--- src/rtl/left_shift_seq_pkg.sv ---
// Shared constants for the multi-cycle left shifter: state encoding, amount width
// and the binary stage weights applied MSB-first.
package left_shift_seq_pkg;

    localparam int unsigned WIDTH      = 32;
    localparam int unsigned SHAMT_W    = 5;
    localparam int unsigned NUM_STAGES = SHAMT_W;

    localparam logic [1:0] ST_IDLE  = 2'd0;
    localparam logic [1:0] ST_SHIFT = 2'd1;
    localparam logic [1:0] ST_DONE  = 2'd2;

    localparam int unsigned STAGE_WEIGHT [NUM_STAGES] = '{16, 8, 4, 2, 1};

    // Weight of stage k when n stages are walked from the largest weight down.
    function automatic int unsigned stage_weight(input int unsigned k, input int unsigned n);
        return 32'd1 << (n - 32'd1 - k);
    endfunction

endpackage

--- src/rtl/left_shift_stage.sv ---
// One fixed-distance, zero-filling left shift stage.
module left_shift_stage #(
    parameter int unsigned WIDTH    = 32,
    parameter int unsigned SHIFT_BY = 1
) (
    input  logic [WIDTH-1:0] data_i,
    output logic [WIDTH-1:0] data_c
);

    assign data_c = data_i << SHIFT_BY;

endmodule

--- src/rtl/left_shift_seq.sv ---
// Multi-cycle logical left shifter: one binary-weighted stage per cycle
// (largest weight first), start/done handshake, fixed latency regardless of amount.
module left_shift_seq #(
    parameter int unsigned WIDTH   = left_shift_seq_pkg::WIDTH,
    parameter int unsigned SHAMT_W = left_shift_seq_pkg::SHAMT_W
) (
    input  logic               clock,
    input  logic               reset,
    input  logic               start,
    input  logic [WIDTH-1:0]   data_in,
    input  logic [SHAMT_W-1:0] shamt,
    output logic [WIDTH-1:0]   data_out,
    output logic               busy,
    output logic               done
);
    import left_shift_seq_pkg::*;

    localparam int unsigned    CNT_W    = $clog2(SHAMT_W);
    localparam logic [CNT_W-1:0] LAST_CNT = CNT_W'(SHAMT_W - 1);

    logic [1:0]         state_q, state_d;
    logic [WIDTH-1:0]   data_q, data_d;
    logic [SHAMT_W-1:0] shamt_q, shamt_d;
    logic [CNT_W-1:0]   cnt_q, cnt_d;
    logic               busy_q, busy_d;
    logic               done_q, done_d;

    logic               accept_c;
    logic [WIDTH-1:0]   stage_sel_c;
    logic [WIDTH-1:0]   stage_out [SHAMT_W];

    // Stage k shifts by 2**(SHAMT_W-1-k); the counter picks the active one.
    for (genvar k = 0; k < SHAMT_W; k++) begin : g_stage
        left_shift_stage #(
            .WIDTH    (WIDTH),
            .SHIFT_BY (stage_weight(k, SHAMT_W))
        ) u_stage (
            .data_i (data_q),
            .data_c (stage_out[k])
        );
    end

    assign stage_sel_c = stage_out[cnt_q];
    assign accept_c    = start && ((state_q == ST_IDLE) || (state_q == ST_DONE));

    always_ff @(posedge clock) begin
        if (reset) begin
            state_q <= ST_IDLE;
        end else begin
            state_q <= state_d;
        end
    end

    always_comb begin
        state_d = state_q;
        case (state_q)
            ST_IDLE:  if (start) state_d = ST_SHIFT;
            ST_SHIFT: if (cnt_q == LAST_CNT) state_d = ST_DONE;
            ST_DONE:  state_d = start ? ST_SHIFT : ST_IDLE;
            default:  state_d = ST_IDLE;
        endcase
    end

    // shamt_q is consumed MSB-first by shifting it left once per stage.
    always_comb begin
        data_d  = data_q;
        shamt_d = shamt_q;
        cnt_d   = cnt_q;
        busy_d  = 1'b0;
        done_d  = 1'b0;
        if (accept_c) begin
            data_d  = data_in;
            shamt_d = shamt;
            cnt_d   = '0;
            busy_d  = 1'b1;
        end else if (state_q == ST_SHIFT) begin
            if (shamt_q[SHAMT_W-1]) begin
                data_d = stage_sel_c;
            end
            shamt_d = shamt_q << 1;
            cnt_d   = cnt_q + CNT_W'(1);
            busy_d  = (cnt_q != LAST_CNT);
            done_d  = (cnt_q == LAST_CNT);
        end
    end

    always_ff @(posedge clock) begin
        if (reset) begin
            data_q  <= '0;
            shamt_q <= '0;
            cnt_q   <= '0;
            busy_q  <= 1'b0;
            done_q  <= 1'b0;
        end else begin
            data_q  <= data_d;
            shamt_q <= shamt_d;
            cnt_q   <= cnt_d;
            busy_q  <= busy_d;
            done_q  <= done_d;
        end
    end

    assign data_out = data_q;
    assign busy     = busy_q;
    assign done     = done_q;

endmodule

--- config.mk ---
export PLATFORM = sky130hd
export DESIGN_NAME = left_shift_seq
export DESIGN_NICKNAME = d
export VERILOG_FILES = /design/src/rtl/left_shift_seq_pkg.sv /design/src/rtl/left_shift_stage.sv /design/src/rtl/left_shift_seq.sv
export SDC_FILE = /design/constraint.sdc
export NUM_CORES = 1
export LEC_CHECK = 0
export ABC_AREA = 1
export BUFFER_PORTS_ARGS = -buffer_cell sky130_fd_sc_hd__buf_2
export CAP_MARGIN = 20
export CORE_MARGIN = 5
export CORE_UTILIZATION = 40
export DETAILED_ROUTE_END_ITERATION = 10
export GPL_TIMING_DRIVEN = 1
export PLACE_DENSITY_LB_ADDON = 0.05
export SLEW_MARGIN = 20
export SYNTH_ARGS = -nofsm -noshare
export SYNTH_HDL_FRONTEND = slang
export SYNTH_SLANG_ARGS = --single-unit
--- constraint.sdc ---
create_clock -name clock -period 2.7 [get_ports clock]
set_clock_uncertainty 0.15 [all_clocks]
set_input_delay 0.27 -clock clock [delete_from_list [all_inputs] [get_ports clock]]
set_output_delay 0.27 -clock clock [all_outputs]
set_load 0.1 [all_outputs]
==> metrics.md <==
| Metric | Value |
|---|---|
| Synth top cells by count | 241 x nand2_1, 56 x nor2_1, 44 x dfxtp_1 |
| Detailed-route via count | 3,431 |
| Post-Place Cells | 693 |
| # setup viols final | 0 |
| Hold_sp | data_in[0] |
| DP Worst Slack | 887.2 ps |
| First-pass GRT wire length | 16,060 um |
| Share of the synthesized area in the top cell type | 0.2999 |
| Detailed placement HPWL | 6684 um |
| RSZ-0062 raised after global routing | false |
| Rows | 31 |
| Most frequent cell after synthesis | nand2_1 |
| Area of the core | 0.007292 sq mm |
| Clk Latency, worst-skew pair | 310 ps |
| H-Tree Level Count | 2 |
| Register area share after synthesis | 0.2920 |
| WS Path Type | reg2reg |
| Total die area | 0.009378 sq mm |
| Vias in the first global route | 3,269 |
| Worst Hold Class | in2reg |
| CTS Hold Bufs | 0 |
| Die width | 96.84 um |
| Comb pwr share | 0.372 |
| Layout cell share with drive strength beyond 1 | 0.1711 |
| Synthesized Nets | 585 |
| Finished Core Util | 0.4810 |
| Hold_ws | 50.13 ps |
| Synth Register Bits | 44 |
| # diodes | 0 |
| CP Data Arrival Time | 1920 ps |
| EDFF count, synth | 0 |
| Reg2reg start | state_q[0] |
| Final ANT Viol Nets | 0 |
| Max_cap viols | 0 |
| Post-synth ARST share | 0 |
| Initial antenna violation count | 0 |
| Ports | 74 |
| Final hold vios | 0 |
| Fmax | 546.5 MHz |
| Status | completed |
| P_sw | 0.8521 mW |
| Crit-path max FO | 34 |
| Postcts setup bufs | 0 |
| CTS tree | done |
| Most used DFF post-synth | dfxtp_1 |
| Sequential share of power | 0.395 |
| Grt ovf | 0 |
| Dominant cell type by area after synthesis | nand2_1 |
| Startpoint Class | flip-flop |
| Max Buffers Root-to-Sink | 2 |
| Final #Nets | 643 |
| CTS root buf | clkbuf_8 |
| Post-Synthesis Cells | 543 |
| Final wirelength | 9334 um |
| Final Critical Period | 1830 ps |
| Detailed Route Iter0 Violations | 282 |
| Reg2Reg Setup Slack | 870 ps |
| Fin. max-slew vios | 0 |
| Syn_area_per_cell | 5.556 sq um |
| Clock Power Share | 0.233 |
| Wire per inst | 13.32 um |
| Post-CTS sizing | 0 |
| Worst Setup Slack, final | 870.0 ps |
| Die H | 96.84 um |
| Number of remaining DRC errors | 0 |
| Tcrit/Tclk final | 0.6778 |
| # port buffers | 73 |
| TritonCTS buffer count | 5 |
| Count of different cell masters after synthesis | 23 |
| Synth Cell Area | 0.003017 sq mm |
| GPL Wtd Cong | 0.9504 |
| RR Endpoint | data_out[15] |
| Worst-path clk slew | 100 ps |
| Slew margin rel. | 0.6012 |
| Maximum vdd drop | 263.6 uV |
| Overall routing resource usage | 0.2021 |
| Drt pass-1 iters | 4 |
| Area growth syn-to-layout | 16.26% |
| Sw frac | 0.4507 |
| Fin cells | 701 |
| Worst reg2reg path depth | 7 |
| Power Density | 539.1 mW/mm^2 |
| Min-Delay Endpoint | data_out[0] |
| Critical Path End Type | flip-flop |
| Internal power | 1.039 mW |
| Starting density of the core | 0.4137 |
| Largest net degree at the start of global routing | 38 |
| YS warnings | 0 |
| Synth top area cells | nand2_1 30%, dfxtp_1 29%, nor2_1 7.0% |
| Final setup TNS | 0 ps |
| Clock sink count | 44 |
| Critical path data required time | 2790 ps |
| Hold Path Stages | 3 |
| Vias per cell | 4.894 |
| Lkg Pwr | 1.838 nW |
| Tightest Pin Transition | 597.3 ps |
-- logic make-up after synthesis --
| logic type | Yosys count | share of synthesized area |
|---|---|---|
| simple gates | 374 | 0.5110 |
| buf+inv | 69 | 0.09788 |
| compound gates | 54 | 0.09084 |
| flops | 44 | 0.2920 |
| fa+ha+maj | 2 | 0.008294 |
-- layout by cell type (no fill, tap or decap) --
cell type and count:
nand2_1 241, nor3_1 12, clkinvlp_4 2, or2_0 21, ha_1 2, nand2_2 2
or2_2 3, clkinv_2 1, clkbuf_8 5, a211oi_1 1, o21ai_1 6, inv_1 33
a31oi_1 1, nor2_1 56, clkinv_4 1, a21oi_1 36, inv_2 6, dfxtp_1 44
buf_4 7, nor2_2 2, nand3_1 36, nor2_4 1, buf_2 73, o21ai_0 10
-- power by group through the flow --
| stage | Combinational [mW] | Clock (mW) | Sequential [mW] |
|---|---|---|---|
| 2_1_floorplan | 0.289 | 0 | 1.03 |
| 3_3_place_gp | 0.703 | 0 | 0.763 |
| 3_5_place_dp | 0.703 | 0 | 0.763 |
| 4_1_cts | 0.705 | 0.462 | 0.747 |
| 5_1_grt | 0.769 | 0.494 | 0.756 |
| 6_report | 0.703 | 0.440 | 0.747 |
-- per-stage QoR --
step / power (mW) / cell area [sq um]
after floorplan: 1.315 / 3017
after global placement: 1.465 / 3415
after detailed placement: 1.466 / 3415
after CTS: 1.914 / 3507
after global routing: 2.019 / 3507
final: 1.891 / 3507
-- layer usage --
layer,global-route usage,part of all wire,vias to the layer above
met5,0,0,-
met4,0.05832,0.011,0
met3,0.03669,0.068,8
met2,0.3142,0.43,115
met1,0.2840,0.49,1510
li1,-,-,1798
-- flip-flops by register name, indices dropped and copies added (netlist names) --
| name | flops |
|---|---|
| busy | 1 |
| shamt_q | 5 |
| cnt_q | 3 |
| state_q | 2 |
| data_out | 32 |
| done | 1 |
-- worst max-delay path by stage --
stage / startpoint / endpoint / slack, ps / cells past startpoint
after detailed placement: state_q[0] / data_out[15] / 890 / 7
after global routing: state_q[0] / data_out[5] / 640 / 7
after CTS: state_q[0] / data_out[15] / 870 / 7
after global placement: cnt_q[1] / data_out[6] / 890 / 6
after floorplan: data_out[0] / data_out[16] / 970 / 6
final: state_q[0] / data_out[15] / 870 / 7
-- critical path: stages, from the launching register on --
cell     delay [ps]
dfxtp_1         320
inv_2           100
nand2_2         240
inv_2           540
a21oi_1          90
nand3_1         130
nand2_1          60
a21oi_1         110
-- layout make-up --
class                           instances  area (sq um)
Timing Repair Buffer                   80         417.9
Multi-Input combinational cell        430          1841
Tap cell                               99         123.9
Clock buffer                            5         68.82
Inverter                               40         151.4
Clock inverter                          3         23.77
Fill cell                             833          3785
Sequential cell                        44         880.8
(Power assumes the default switching activity.)
